### config.mk
export PLATFORM = sky130hd
export DESIGN_NAME = l2_port_arbiter
export DESIGN_NICKNAME = d
export VERILOG_FILES = /design/src/rtl/l2_port_arbiter.sv
export SDC_FILE = /design/constraint.sdc
export NUM_CORES = 1
export LEC_CHECK = 0
export CAP_MARGIN = 20
export CORE_AREA = 5 5 539 541
export DETAILED_ROUTE_END_ITERATION = 10
export DIE_AREA = 0 0 544 546
export PLACE_DENSITY = 0.35
export SLEW_MARGIN = 20
export SYNTH_ARGS = -nofsm -noshare
export SYNTH_HDL_FRONTEND = slang
export SYNTH_SLANG_ARGS = --single-unit
export TNS_END_PERCENT = 10
### constraint.sdc
create_clock -name clk -period 3.4 [get_ports clk]
set_clock_uncertainty 0.1 [all_clocks]
set_input_delay 0.68 -clock clk [delete_from_list [all_inputs] [get_ports clk]]
set_output_delay 0.68 -clock clk [all_outputs]
set_load 0.1 [all_outputs]
### src/rtl/l2_port_arbiter.sv
// l2_port_arbiter
//   N-port round-robin arbiter merging line-wide L1 requests (I$, D$,
//   prefetch/victim) onto one shared downstream line port.
//   A winner is latched in IDLE, the downstream handshake is held from
//   latched registers during BUSY, and the returned line is handed back
//   to the granted port only.
//
//   Optional feature macro: L2_ARB_FASTRESP_EN
//     defined   : no RESP state; up_resp/up_rdata are driven combinationally
//                 in the down_resp cycle, FSM returns directly to IDLE.
//     undefined : up_resp/up_rdata registered, one RESP cycle.
//
// Ports
//   clk, rst                  clock, synchronous active-high reset
//   up_read/up_write [N]      per-port level requests, held until up_resp
//   up_address [N*s_addr]     port i at [i*s_addr +: s_addr]
//   up_wdata   [N*s_line]     port i at [i*s_line +: s_line]
//   up_rdata   [s_line]       returned line (shared), valid with up_resp
//   up_resp    [N]            one-hot, one-cycle completion pulse
//   down_read/down_write      downstream op
//   down_address/down_wdata   downstream address / write line
//   down_rdata/down_resp      downstream read line and completion
module l2_port_arbiter #(
  parameter int N_PORTS = 2,
  parameter int s_line  = 256,
  parameter int s_addr  = 32
) (
  input  logic                       clk,
  input  logic                       rst,
  input  logic [N_PORTS-1:0]         up_read,
  input  logic [N_PORTS-1:0]         up_write,
  input  logic [N_PORTS*s_addr-1:0]  up_address,
  input  logic [N_PORTS*s_line-1:0]  up_wdata,
  output logic [s_line-1:0]          up_rdata,
  output logic [N_PORTS-1:0]         up_resp,
  output logic                       down_read,
  output logic                       down_write,
  output logic [s_addr-1:0]          down_address,
  output logic [s_line-1:0]          down_wdata,
  input  logic [s_line-1:0]          down_rdata,
  input  logic                       down_resp
);
  localparam int GW = (N_PORTS > 1) ? $clog2(N_PORTS) : 1;

  typedef enum logic [1:0] {IDLE, BUSY, RESP} state_t;

  state_t              r_state;
  logic [GW-1:0]       r_last;
  logic [GW-1:0]       r_grant;
  logic [s_addr-1:0]   r_addr;
  logic [s_line-1:0]   r_wdata;
  logic                r_down_read;
  logic                r_down_write;
`ifndef L2_ARB_FASTRESP_EN
  logic [s_line-1:0]   r_rdata;
  logic [N_PORTS-1:0]  r_resp;
`endif

  logic [N_PORTS-1:0]  w_req;
  logic                w_found;
  logic [GW-1:0]       w_win;
  logic [N_PORTS-1:0]  w_grant_oh;

  assign w_req      = up_read | up_write;
  assign w_grant_oh = N_PORTS'(1) << r_grant;

  // Rotating priority: scan last+1, last+2, ... wrapping, first hit wins.
  // k runs to N_PORTS so the last winner is considered last.
  always_comb begin
    w_found = 1'b0;
    w_win   = '0;
    for (int k = 1; k <= N_PORTS; k++) begin
      if (!w_found && w_req[(int'(r_last) + k) % N_PORTS]) begin
        w_found = 1'b1;
        w_win   = GW'((int'(r_last) + k) % N_PORTS);
      end
    end
  end

  always_ff @(posedge clk) begin
    if (rst) begin
      r_state      <= IDLE;
      r_last       <= GW'(N_PORTS - 1);
      r_grant      <= '0;
      r_addr       <= '0;
      r_wdata      <= '0;
      r_down_read  <= 1'b0;
      r_down_write <= 1'b0;
`ifndef L2_ARB_FASTRESP_EN
      r_rdata      <= '0;
      r_resp       <= '0;
`endif
    end else begin
      case (r_state)
        IDLE: begin
          if (w_found) begin
            r_grant      <= w_win;
            r_addr       <= up_address[w_win*s_addr +: s_addr];
            r_wdata      <= up_wdata[w_win*s_line +: s_line];
            // read+write together resolves to a write
            r_down_write <= up_write[w_win];
            r_down_read  <= ~up_write[w_win];
            r_state      <= BUSY;
          end
        end
        BUSY: begin
          if (down_resp) begin
            r_down_read  <= 1'b0;
            r_down_write <= 1'b0;
            r_last       <= r_grant;
`ifdef L2_ARB_FASTRESP_EN
            r_state      <= IDLE;
`else
            r_rdata      <= down_rdata;
            r_resp       <= w_grant_oh;
            r_state      <= RESP;
`endif
          end
        end
        RESP: begin
`ifndef L2_ARB_FASTRESP_EN
          r_resp  <= '0;
`endif
          r_state <= IDLE;
        end
        default: r_state <= IDLE;
      endcase
    end
  end

  assign down_read    = r_down_read;
  assign down_write   = r_down_write;
  assign down_address = r_addr;
  assign down_wdata   = r_wdata;

`ifdef L2_ARB_FASTRESP_EN
  // Gated by BUSY so a stray down_resp never reaches a port.
  assign up_resp  = (r_state == BUSY && down_resp) ? w_grant_oh : '0;
  assign up_rdata = down_rdata;
`else
  assign up_resp  = r_resp;
  assign up_rdata = r_rdata;
`endif

endmodule
# [Yosys cells after proc, flatten, opt, wreduce, memory -nomap -nowiden]
# Index checks and enable logic that the tools add are counted.
# W data, S select, Z words.
[totals] regBits=552 inputBits=839 out_inout_bits=548 elab_cells=57
[op_classes] add_sub_neg=2 order_cmp=3 n_eq_ne=4 shift=3 muxes=22 bitwise_logic=4 n_reduce_logical=10
[ops] op="$shiftx A512 B10 Y256" count=1
[ops] op="$shiftx A64 B7 Y32" count=1
[ops] op="$mux W1" count=15
[ops] op="$pmux W2 S2" count=2
[ops] op="$reduce_and A2 Y1" count=4
[ops] op="$lt A2 B3 Y1 const B" count=2
[ops] op="$mux W2" count=3
[ops] op="$ne A2 B2 Y1 const B" count=2
[ops] op="$pmux W1 S2" count=2
[ops] op="$reduce_bool A2 Y1" count=2
[ops] op="$reduce_and A3 Y1" count=1
[ops] op="$add A1 B1 Y1 const B" count=2
[ops] op="$and A1 B1 Y1 const A" count=2
[ops] op="$eq A2 B1 Y1 const B" count=1
[ops] op="$eq A2 B2 Y1 const B" count=1
[ops] op="$logic_not A2 Y1" count=1
[ops] op="$lt A1 B2 Y1 const B" count=1
[ops] op="$or A2 B2 Y2" count=1
[ops] op="$shl A1 B1 Y2 const A" count=1
[ops] op="$logic_and A1 B1 Y1" count=1
[ops] op="$logic_not A1 Y1" count=1
[ops] op="$not A1 Y1" count=1

# [Depth between registers and ports, before layout]
[depth] word_depth=14 ltp_mapped=6 mapped_depth_nobuf=3

# [Worst setup path before layout]
# OpenSTA, ideal clock, no wires.
[synth_path] path_kind="input -> register" start="input up_write[0]" end="register r_wdata[38] (netlist: down_wdata[38])" setup_ns=0.142 arrival_ns=1.845 required_time_ns=3.158 path_slack_ns=1.313 stages=6 n_path_buf=3 path_cell_list="or4_1 -> buf_4 -> buf_6 -> buf_6 -> a21oi_1 -> a311oi_1"
[synth_via] elab_chain_len=9 word_cells_on_any_way=15 cone_classes="1 x shift; 10 x mux; 1 x bitwise; 3 x reduce/logical"
[synth_lines] element="start: declaration" line="31" rtl="input logic [N_PORTS-1:0] up_write,"
[synth_lines] element="$or A2 B2 Y2 *" line="64" rtl="assign w_req = up_read | up_write;"
[synth_lines] element="$mux W1 (implied by the code) (3 in a row)" line="73" rtl="if (!w_found && w_req[(int'(r_last) + k) % N_PORTS]) begin"
[synth_lines] element="$mux W1" line="73"
[synth_lines] element="$logic_not A1 Y1" line="73"
[synth_lines] element="$logic_and A1 B1 Y1" line="73"
[synth_lines] element="$mux W1" line="73"
[synth_lines] element="$shiftx A512 B10 Y256 / $reduce_and A2 Y1 (equally long branches)"
[synth_lines] element="end signal: assignment" line="99" rtl="r_wdata <= up_wdata[w_win*s_line +: s_line];"
[synth_lines] element="end: declaration" line="51" rtl="logic [s_line-1:0] r_wdata;"
# Every way passes the cells marked *; elsewhere a longest branch is shown, timed or not. The select of a mux whose other input is x is not followed.
# A chain may end at the register's enable or synchronous reset.

# [Worst setup path after layout]
[layout_path] start="register r_wdata[129] (netlist: down_wdata[129])" end="output down_wdata[129]"
[layout_lines] element="end: declaration" line="39" rtl="output logic [s_line-1:0] down_wdata,"
# No word-level cell between the ends.

==> metrics.md <==
| Metric | Value |
|---|---|
| Syn_nets | 3,693 |
| Worst slew margin | 22.3% |
| Tot Pwr | 25.5 mW |
| Die W | 544 um |
| Layout cells sized above 1 | 23.5% |
| Area growth from synthesis to layout | 84.4% |
| IO Port Bufs | 1,386 |
| Initial antenna violation count | 173 |
| PD cells | 585 nW/um^2 |
| FF-to-FF path depth | 5 |
| Core box area | 284,000 um^2 |
| CTS tree | done |
| Largest net degree at the start of global routing | 111 |
| Clk root buf | clkbuf_16 |
| Clock-pin transition on the worst setup and hold timing paths | 0.06 ns |
| Die Ht | 546 um |
| Detailed Place HPWL | 191 mm |
| Yosys top cell by area | dfxtp_1 |
| Initial DRC Count | 1,758 |
| Die area | 297,000 um^2 |
| Global router's overall resource usage | 14.6% |
| Final std cells w/o fill | 7,975 |
| Synthesized area | 23,600 um^2 |
| RSZ-0062 raised after global routing | no |
| Mapped Cells | 2,854 |
| CP bufs+invs | 1 |
| Ys Warns | 0 |
| Row count | 196 |
| DRT antenna net count | 0 |
| Setup TNS Final | 0 ns |
| First-pass GRT wire length | 292 mm |
| Worst slew pin tran | 1.17 ns |
| FF-to-FF Start | r_state[1] |
| Share of the synthesized area in the top cell type | 46.9% |
| Logic pwr share | 36.6% |
| Final GP Congestion | 0.836 |
| Main flop type after synthesis | dfxtp_1 |
| Fin. max-slew vios | 0 |
| Nets@finish | 4,970 |
| Share of flip-flops with an asynchronous set or reset | 0% |
| Mean Syn Cell Area | 8.26 um^2 |
| Total wire length | 229 mm |
| Hold Crit Class | in2reg |
| Top-count cell post-synth | dfxtp_1 |
| FF-to-FF setup slack | 1.20 ns |
| Initial Util | 8.29% |
| Synth Register Bits | 552 |
| Final Hold Vio Count | 0 |
| Clk buf depth | 4 |
| Fillers | 32,444 |
| Placed cell count | 7,807 |
| Top achievable clock speed | 0.386 GHz |
| H-tree depth | 3 |
| CTS sink count | 552 |
| Sw frac | 42.6% |
| Crit path time final | 2.59 ns |
| Setup crit start kind | flip-flop |
| TritonRoute pass-1 iters | 5 |
| TritonCTS buffer count | 84 |
| Top post-synthesis cells by count | 552 x dfxtp_1, 517 x nand2_1, 390 x a21oi_1 |
| Register area share after synthesis | 46.9% |
| DRC violations left | 0 |
| Via density | 3.63 |
| R2R Path End | down_wdata[12] |
| Seq pwr share | 29.5% |
| Crit share post-route | 76.1% |
| Hold-critical path depth | 2 |
| Max VDD drop | 297 uV |
| Gr ovfl total | 0 |
| Slowest stage delay, CP | 0.62 ns |
| Cts repair resizes | 0 |
| Post-DR wirelength/cell | 28.7 um |
| Critical path type | reg2out |
| # IOs | 1,387 |
| Post-synth EDFFs | 0 |
| Status | finished clean |
| Crit path DAT | 1.81 ns |
| Pleak | 15.2 nW |
| Largest cells by area after synthesis | dfxtp_1 47%, a311oi_1 11%, a21oi_1 8.3% |
| Clock group share of total power | 33.9% |
| CP required | 2.62 ns |
| Synth cell types | 32 |
| Endpoints failing setup | 0 |
| # Post-CTS Setup Buffers | 0 |
| Critical Path Fanout Max | 2 |
| Hold Path End | up_rdata[106] |
| Cell Int Power | 14.6 mW |
| Crit path max-delay cell type | clkbuf_2 |
| Hold_buf cts | 0 |
| DR vias | 28,934 |
| Top delay family on crit path | buffers and inverters |
| Setup crit end kind | primary output |
| Final hold slack | 0.241 ns |
| Crit path cell chain | clkbuf_2 |
| Max-cap violation count | 0 |
| Vias in the first global route | 29,069 |
| Clk_lat worst skew | 0.75 ns |
| Sw Pwr | 10.8 mW |
| Min-delay src | rst |
registers in the layout (all words and copies together) (netlist names), 2 cells and up:
register,count
down_wdata,256
up_rdata,256
down_address,32
r_state,2
up_resp,2
routing by layer:
| metal | routed length [um] | up-vias | GRT usage, % |
|---|---|---|---|
| met5 | 437 | - | 0 |
| met1 | 81800 | 13954 | 15.2 |
| met4 | 5670 | 64 | 2.90 |
| met3 | 31100 | 411 | 8.49 |
| met2 | 110000 | 1537 | 25.3 |
| li1 | - | 12968 | - |
power groups by stage:
stage / combinational (mW) / sequential [mW] / clock, mW
global placement: 9.45 / 7.62 / 0
floorplan: 1.75 / 11.7 / 0
finish: 9.32 / 7.51 / 8.63
global route: 9.72 / 7.57 / 9.25
detailed placement: 9.46 / 7.63 / 0
CTS: 9.47 / 7.50 / 9.04
layout make-up:
| cell class | instances | area, um^2 | share of cell area [%] |
|---|---|---|---|
| Multi-Input combinational cell | 1960 | 10900 | 25.2 |
| Timing Repair Buffer | 1532 | 14100 | 32.4 |
| Inverter | 1 | 3.75 | 0.00863 |
| Clock inverter | 23 | 259 | 0.596 |
| Antenna cell | 26 | 65.1 | 0.150 |
| Sequential cell | 552 | 11100 | 25.4 |
| Clock buffer | 119 | 2350 | 5.41 |
| Tap cell | 3762 | 4710 | 10.8 |
kinds of logic after synthesis:
kind of cell    share of synthesized area [%]
simple gates                             15.0
buf+inv                                  6.89
compound gates                           31.3
flops                                    46.9
worst max path at each step:
| stage | from | slack [ns] | depth (start not counted) | endpoint |
|---|---|---|---|---|
| after detailed placement | up_write[0] | 0.22 | 5 | down_wdata[171] |
| after global placement | up_write[0] | 0.28 | 5 | down_wdata[162] |
| final | down_wdata[129] | 0.81 | 1 | down_wdata[129] |
| after CTS | down_wdata[129] | 0.67 | 1 | down_wdata[129] |
| after global routing | down_wdata[129] | 0.72 | 1 | down_wdata[129] |
| after floorplan | up_write[0] | 1.31 | 6 | down_wdata[38] |
per-stage QoR:
stage / util, % / setup slack (ns) / cell area, um^2
2_1_floorplan: - / 1.31 / 23600
4_1_cts: 15.3 / 0.671 / 43400
6_report: 15.3 / 0.811 / 43500
3_5_place_dp: 14.3 / 0.220 / 40800
3_3_place_gp: 14.3 / 0.279 / 40800
5_1_grt: 15.3 / 0.719 / 43400
cell usage in the layout (no fill, tap or decap), drive strengths merged, types with 2 or more instances in the layout:
cell,count
buf,694
and2,2
a21oi,549
a311oi,288
clkbuf,120
dfxtp,552
inv,6
bufinv,4
and3b,2
nand3,290
or2,2
o21ai,292
diode,26
nor2,5
nand2,517
clkdlybuf4s50,837
clkinv,13
No activity file was read; power rests on OpenSTA's default activity.
